===== config.mk =====
export PLATFORM = sky130hd
export DESIGN_NAME = id_ex_pipeline_register
export DESIGN_NICKNAME = d
export VERILOG_FILES = /design/src/rtl/id_ex_pipeline_register.sv
export SDC_FILE = /design/constraint.sdc
export NUM_CORES = 1
export LEC_CHECK = 0
export BUFFER_PORTS_ARGS = -buffer_cell sky130_fd_sc_hd__buf_2
export CAP_MARGIN = 25
export CORE_ASPECT_RATIO = 2
export CORE_UTILIZATION = 40
export DETAILED_ROUTE_END_ITERATION = 7
export MAX_ROUTING_LAYER = met4
export PLACE_DENSITY_LB_ADDON = 0.2
export SETUP_SLACK_MARGIN = 0.2
export SYNTH_ARGS = -nofsm -noshare
export SYNTH_HDL_FRONTEND = slang
export SYNTH_SLANG_ARGS = --single-unit
export TNS_END_PERCENT = 50

===== constraint.sdc =====
create_clock -name clk -period 2.6 [get_ports clk]
set_input_delay 0.26 -clock clk [delete_from_list [all_inputs] [get_ports clk]]
set_output_delay 0.26 -clock clk [all_outputs]
set_load 0.01 [all_outputs]

===== src/rtl/id_ex_pipeline_register.sv =====
// ID/EX pipeline register for the pipelined MIPS core, with load-use hazard detection,
// branch flush, external hold and a saturating bubble counter.
module id_ex_pipeline_register #(
    parameter int unsigned N_BITS   = 32,
    parameter int unsigned CNT_BITS = 16
) (
    input  logic                clk,
    input  logic                reset,
    input  logic                hold_i,
    input  logic                flush_i,
    input  logic [10:0]         id_ctrl_i,
    input  logic [N_BITS-1:0]   id_rs_data_i,
    input  logic [N_BITS-1:0]   id_rt_data_i,
    input  logic [N_BITS-1:0]   id_imm_i,
    input  logic [4:0]          id_rs_i,
    input  logic [4:0]          id_rt_i,
    input  logic [4:0]          id_rd_i,
    output logic [10:0]         ex_ctrl_o,
    output logic [N_BITS-1:0]   ex_rs_data_o,
    output logic [N_BITS-1:0]   ex_rt_data_o,
    output logic [N_BITS-1:0]   ex_imm_o,
    output logic [4:0]          ex_rs_o,
    output logic [4:0]          ex_rt_o,
    output logic [4:0]          ex_rd_o,
    output logic                ex_valid_o,
    output logic                stall_o,
    output logic [CNT_BITS-1:0] bubble_cnt_o
);

    // Control word layout: {RegDst, ALUSrc, MemtoReg, RegWrite, MemRead, MemWrite,
    // BranchNE, BranchEQ, ALUOp[2:0]}
    localparam int unsigned MemReadBit = 6;

    logic [10:0]         ctrl_q;
    logic [N_BITS-1:0]   rs_data_q;
    logic [N_BITS-1:0]   rt_data_q;
    logic [N_BITS-1:0]   imm_q;
    logic [4:0]          rs_q;
    logic [4:0]          rt_q;
    logic [4:0]          rd_q;
    logic                valid_q;
    logic [CNT_BITS-1:0] cnt_q;
    logic                hazard;

    always_comb begin
        hazard = ctrl_q[MemReadBit] & valid_q & (rt_q != 5'd0) &
                 ((rt_q == id_rs_i) | (rt_q == id_rt_i));
        // A flushed instruction needs no stall, and hold freezes the pipe anyway.
        stall_o = hazard & ~flush_i & ~hold_i;
    end

    always_ff @(posedge clk) begin
        if (!reset) begin
            ctrl_q    <= '0;
            rs_data_q <= '0;
            rt_data_q <= '0;
            imm_q     <= '0;
            rs_q      <= '0;
            rt_q      <= '0;
            rd_q      <= '0;
            valid_q   <= 1'b0;
            cnt_q     <= '0;
        end else if (!hold_i) begin
            if (flush_i || hazard) begin
                ctrl_q    <= '0;
                rs_data_q <= '0;
                rt_data_q <= '0;
                imm_q     <= '0;
                rs_q      <= '0;
                rt_q      <= '0;
                rd_q      <= '0;
                valid_q   <= 1'b0;
                if (cnt_q != '1) begin
                    cnt_q <= cnt_q + CNT_BITS'(1);
                end
            end else begin
                ctrl_q    <= id_ctrl_i;
                rs_data_q <= id_rs_data_i;
                rt_data_q <= id_rt_data_i;
                imm_q     <= id_imm_i;
                rs_q      <= id_rs_i;
                rt_q      <= id_rt_i;
                rd_q      <= id_rd_i;
                valid_q   <= 1'b1;
            end
        end
    end

    assign ex_ctrl_o    = ctrl_q;
    assign ex_rs_data_o = rs_data_q;
    assign ex_rt_data_o = rt_data_q;
    assign ex_imm_o     = imm_q;
    assign ex_rs_o      = rs_q;
    assign ex_rt_o      = rt_q;
    assign ex_rd_o      = rd_q;
    assign ex_valid_o   = valid_q;
    assign bubble_cnt_o = cnt_q;

endmodule

==> impl_results.html <==
<table>
<tr><th>Metric</th><th>Value</th></tr>
<tr><th colspan="2">Route</th></tr>
<tr><td>Routed wirelength normalized by instance count</td><td>15.7 um</td></tr>
<tr><td>DRT Wirelength</td><td>14700 um</td></tr>
<tr><td>Routed via count divided by cell count</td><td>5.37</td></tr>
<tr><td>Number of detailed-route iterations in the first pass</td><td>5</td></tr>
<tr><td>Final antenna-violating net count</td><td>0</td></tr>
<tr><td>Count of vias placed by the detailed router</td><td>5033</td></tr>
<tr><td>Remaining design rule violation count</td><td>0</td></tr>
<tr><td>Number of design-rule violations left by the first detailed-router iteration</td><td>247</td></tr>
<tr><th colspan="2">Synth</th></tr>
<tr><td>Post-synthesis cell area</td><td>4970 um^2</td></tr>
<tr><td>Avg Inst Size Synth</td><td>9.40 um^2</td></tr>
<tr><td>Number of storage elements in the synthesis netlist</td><td>139</td></tr>
<tr><td>Number of instances in the synthesized netlist</td><td>529</td></tr>
<tr><td>Sequential cell area fraction in the yosys report</td><td>0.559</td></tr>
<tr><td>Number of enable-type register cells in the synthesized netlist</td><td>0</td></tr>
<tr><td>Async SR Flop Fraction</td><td>0</td></tr>
<tr><td>Syn_nets</td><td>656</td></tr>
<tr><td>Warnings, synthesis</td><td>0</td></tr>
<tr><td>Top_reg_cell synth</td><td>sky130_fd_sc_hd__dfxtp_1</td></tr>
<tr><td>Number of unique standard cell types used by synthesis</td><td>34</td></tr>
<tr><th colspan="2">Die</th></tr>
<tr><td>Horizontal extent of the die</td><td>80.9 um</td></tr>
<tr><td>Num rows</td><td>57</td></tr>
<tr><td>Placeable core region</td><td>12100 um^2</td></tr>
<tr><td>Die ar.</td><td>12900 um^2</td></tr>
<tr><td>I/O pins</td><td>266</td></tr>
<tr><td>Starting utilization of the core area</td><td>0.410</td></tr>
<tr><td>Die Y</td><td>160 um</td></tr>
<tr><th colspan="2">Run</th></tr>
<tr><td>Count of maximum capacitance violations</td><td>0</td></tr>
<tr><th colspan="2">Min path</th></tr>
<tr><td>Worst hold path stage count</td><td>3</td></tr>
<tr><td>Worst hold path class</td><td>input port to flop</td></tr>
<tr><th colspan="2">Global routing</th></tr>
<tr><td>Largest net degree at the start of global routing</td><td>82</td></tr>
<tr><td>Number of antenna violations at the first check in global routing</td><td>0</td></tr>
<tr><td>Total global routing overflow</td><td>0</td></tr>
<tr><td>Via count of the first global-routing pass</td><td>4989</td></tr>
<tr><td>Total Routing Usage GR</td><td>0.235</td></tr>
<tr><td>Global-route wire length before repair</td><td>23100 um</td></tr>
<tr><th colspan="2">Setup path</th></tr>
<tr><td>CP endpoint kind</td><td>flop</td></tr>
<tr><td>Type of the setup path with the least slack</td><td>flop to flop</td></tr>
<tr><td>Highest fanout seen on the critical path</td><td>18</td></tr>
<tr><td>Critical Path RT</td><td>2.88 ns</td></tr>
<tr><td>Arrival time of the worst setup path</td><td>2.52 ns</td></tr>
<tr><td>Cells on worst reg2reg path</td><td>6</td></tr>
<tr><td>Worst setup SP type</td><td>flop</td></tr>
<tr><th colspan="2">Place</th></tr>
<tr><td>Half-perimeter wire length after detailed placement</td><td>10700 um</td></tr>
<tr><td>Post-detailed-placement cell area</td><td>6410 um^2</td></tr>
<tr><td>Number of buffer cells added on primary ports</td><td>265</td></tr>
<tr><td>Setup slack after placement</td><td>0.384 ns</td></tr>
<tr><td>Inst Count DP</td><td>906</td></tr>
<tr><td>Placer Congestion</td><td>0.806</td></tr>
<tr><th colspan="2">Finish</th></tr>
<tr><td>Filler cell count in the final layout</td><td>1144</td></tr>
<tr><td>End-of-flow core utilization</td><td>0.580</td></tr>
<tr><td>Antenna diodes</td><td>0</td></tr>
<tr><td>Area Growth Syn to Fin</td><td>41.3%</td></tr>
<tr><td>Final net count</td><td>905</td></tr>
<tr><td>Non-filler instance count after layout</td><td>937</td></tr>
<tr><td>Proportion of layout cells with a drive suffix above 1</td><td>0.390</td></tr>
<tr><td>Area of all placed cells without fillers</td><td>7030 um^2</td></tr>
<tr><th colspan="2">Clock network</th></tr>
<tr><td>Clock slew at the register clock pins of the worst setup and hold paths</td><td>0.06 ns</td></tr>
<tr><td>TritonCTS clock tree</td><td>built</td></tr>
<tr><td>Total clock sinks</td><td>139</td></tr>
<tr><td>Root buffer cell</td><td>sky130_fd_sc_hd__clkbuf_16</td></tr>
<tr><td>Number of buffers added by the clock tree synthesis step</td><td>17</td></tr>
<tr><td>Source-to-sink clock delay at the later pin of the worst-skew pair</td><td>0.42 ns</td></tr>
<tr><td>CTS H-Tree Depth</td><td>4</td></tr>
<tr><td>Post CTS Setup Buffer Count</td><td>0</td></tr>
<tr><td>Buffer levels on the longest clock path</td><td>2</td></tr>
<tr><th colspan="2">Power</th></tr>
<tr><td>Switching component of the power</td><td>1.22 mW</td></tr>
<tr><td>Power per Cell Area</td><td>740 nW/um^2</td></tr>
<tr><td>Share of power burned in the clock network</td><td>0.479</td></tr>
<tr><td>Combinational fraction of design power</td><td>0.089</td></tr>
<tr><td>Pwr Total</td><td>5.20 mW</td></tr>
<tr><td>Switching portion of total power</td><td>0.235</td></tr>
<tr><td>Worst IR Drop VDD</td><td>0.442 mV</td></tr>
<tr><td>Design internal power</td><td>3.98 mW</td></tr>
<tr><td>Standby leakage power</td><td>3.33 nW</td></tr>
<tr><td>Seq pwr share</td><td>0.433</td></tr>
<tr><th colspan="2">Timing</th></tr>
<tr><td>Number of setup violations in the final report</td><td>0</td></tr>
<tr><td>Worst slew pin tran</td><td>0.840 ns</td></tr>
<tr><td>Slew headroom</td><td>0.440</td></tr>
<tr><td>Timing-limited maximum frequency</td><td>448 MHz</td></tr>
<tr><td>Worst hold slack</td><td>0.0765 ns</td></tr>
<tr><td>Tcrit/Tclk final</td><td>0.859</td></tr>
<tr><td>Setup TNS</td><td>0 ns</td></tr>
<tr><td>Fin Clk Skew</td><td>0.0196 ns</td></tr>
<tr><td>Setup repair after global routing missed its margin</td><td>yes</td></tr>
<tr><td>Setup slack of the critical path after layout</td><td>0.365 ns</td></tr>
<tr><td>Final Hold Vio Count</td><td>0</td></tr>
<tr><td>Max-slew violations</td><td>0</td></tr>
<tr><td>Min Tclk post-route</td><td>2.23 ns</td></tr>
<tr><th colspan="2">Outcome</th></tr>
<tr><td>Status</td><td>finished clean</td></tr>
</table>
layout make-up:
type	count	area [um^2]	area share
multi-input combinational	341	2000	0.284
clock buffer	19	453	0.0644
inverter	6	25.0	0.00356
sequential	139	2780	0.396
clock inverter	12	163	0.0231
timing repair buffer	273	1430	0.203
tap	147	184	0.0262
Yosys cell counts (4+ instances only):
cell | n | area (um^2)
sky130_fd_sc_hd__inv_1 | 6 | 22.5
sky130_fd_sc_hd__dfxtp_1 | 139 | 2780
sky130_fd_sc_hd__or3_1 | 8 | 50.1
sky130_fd_sc_hd__clkbuf_1 | 29 | 109
sky130_fd_sc_hd__xnor2_1 | 10 | 87.6
sky130_fd_sc_hd__a22oi_1 | 122 | 916
sky130_fd_sc_hd__or4_1 | 4 | 30.0
sky130_fd_sc_hd__nor2_1 | 126 | 473
sky130_fd_sc_hd__a21oi_1 | 13 | 65.1
sky130_fd_sc_hd__buf_2 | 11 | 55.1
sky130_fd_sc_hd__o21ai_0 | 8 | 40.0
sky130_fd_sc_hd__nand2_1 | 12 | 45.0
sky130_fd_sc_hd__o31ai_1 | 4 | 30.0
sky130_fd_sc_hd__nand3_1 | 8 | 40.0
flip-flops by register name, summed over array words and instances (netlist names):
signal        count
bubble_cnt_o     16
ex_ctrl_o        11
ex_imm_o         32
ex_rd_o           5
ex_rs_data_o     32
ex_rs_o           5
ex_rt_data_o     32
ex_rt_o           5
ex_valid_o        1
layer usage:
layer | part of all wire | vias up | GRT usage | wire [um]
met5 | 0 | - | - | 0
met4 | 0.033 | 0 | 0.114 | 490
met3 | 0.049 | 45 | 0.0417 | 727
met2 | 0.55 | 216 | 0.422 | 8060
met1 | 0.37 | 2377 | 0.235 | 5450
li1 | - | 2395 | - | -
cell families (layout without fill, tap and decap cells):
kind of cell,after synthesis,in the layout,share of synthesized area
adders and majority gates,1,1,0.00251
AOI/OAI and AO/OA,156,156,0.228
buffers and inverters,49,310,0.0420
muxes,2,2,0.00402
xor gates and xnor gates,11,11,0.0194
DFF,139,139,0.559
and+or+nand+nor,171,171,0.145
timing repair:
action,4_1_cts,5_1_grt
endpoints found under the setup margin,0,1
gates resized for setup,0,1
hold buffers,0,0
placed cells by master, fill, tap and decap left out, types with 2 or more instances in the layout:
master | Yosys | final
sky130_fd_sc_hd__nor2_1 | 126 | 126
sky130_fd_sc_hd__buf_2 | 11 | 264
sky130_fd_sc_hd__buf_4 | 3 | 6
sky130_fd_sc_hd__o31ai_1 | 4 | 4
sky130_fd_sc_hd__clkinvlp_4 | 0 | 2
sky130_fd_sc_hd__nand2_1 | 12 | 12
sky130_fd_sc_hd__inv_1 | 6 | 5
sky130_fd_sc_hd__clkinv_4 | 0 | 3
sky130_fd_sc_hd__xnor2_1 | 10 | 10
sky130_fd_sc_hd__a22oi_1 | 122 | 122
sky130_fd_sc_hd__or3_1 | 8 | 8
sky130_fd_sc_hd__inv_6 | 0 | 3
sky130_fd_sc_hd__buf_12 | 0 | 3
sky130_fd_sc_hd__or4_1 | 4 | 4
sky130_fd_sc_hd__clkbuf_8 | 0 | 2
sky130_fd_sc_hd__mux2i_1 | 2 | 2
sky130_fd_sc_hd__and4_1 | 2 | 2
sky130_fd_sc_hd__nor3_1 | 2 | 2
sky130_fd_sc_hd__bufinv_16 | 0 | 3
sky130_fd_sc_hd__dfxtp_1 | 139 | 139
sky130_fd_sc_hd__a21oi_1 | 13 | 13
sky130_fd_sc_hd__clkbuf_16 | 0 | 17
sky130_fd_sc_hd__and3_1 | 3 | 3
sky130_fd_sc_hd__nand4_1 | 3 | 3
sky130_fd_sc_hd__o21ai_0 | 8 | 8
sky130_fd_sc_hd__nand3_1 | 8 | 8
final timing paths:
path / end / slack (ns) / start
max: bubble_cnt_o[1] / 0.37 / ex_rt_o[4]
min: ex_rs_data_o[2] / 0.08 / id_rs_data_i[2]
max reg2reg: bubble_cnt_o[1] / 0.37 / ex_rt_o[4]
min reg2reg: bubble_cnt_o[5] / 0.49 / bubble_cnt_o[5]
critical path, stage by stage, from the launching register on:
cell and delay [ns]:
sky130_fd_sc_hd__dfxtp_1 0.35, sky130_fd_sc_hd__or3_1 0.38, sky130_fd_sc_hd__o311a_1 0.39, sky130_fd_sc_hd__o221a_2 0.31, sky130_fd_sc_hd__nand2_1 0.40, sky130_fd_sc_hd__mux2i_1 0.24
sky130_fd_sc_hd__nor2_1 0.05
power by group through the flow:
stage / Clock [mW] / Sequential (mW) / Combinational [mW]
2_1_floorplan: 0 / 2.33 / 0.205
3_3_place_gp: 0 / 2.29 / 0.452
3_5_place_dp: 0 / 2.30 / 0.464
4_1_cts: 2.53 / 2.25 / 0.464
5_1_grt: 2.63 / 2.26 / 0.504
6_report: 2.49 / 2.25 / 0.462
(Power assumes the default switching activity.)
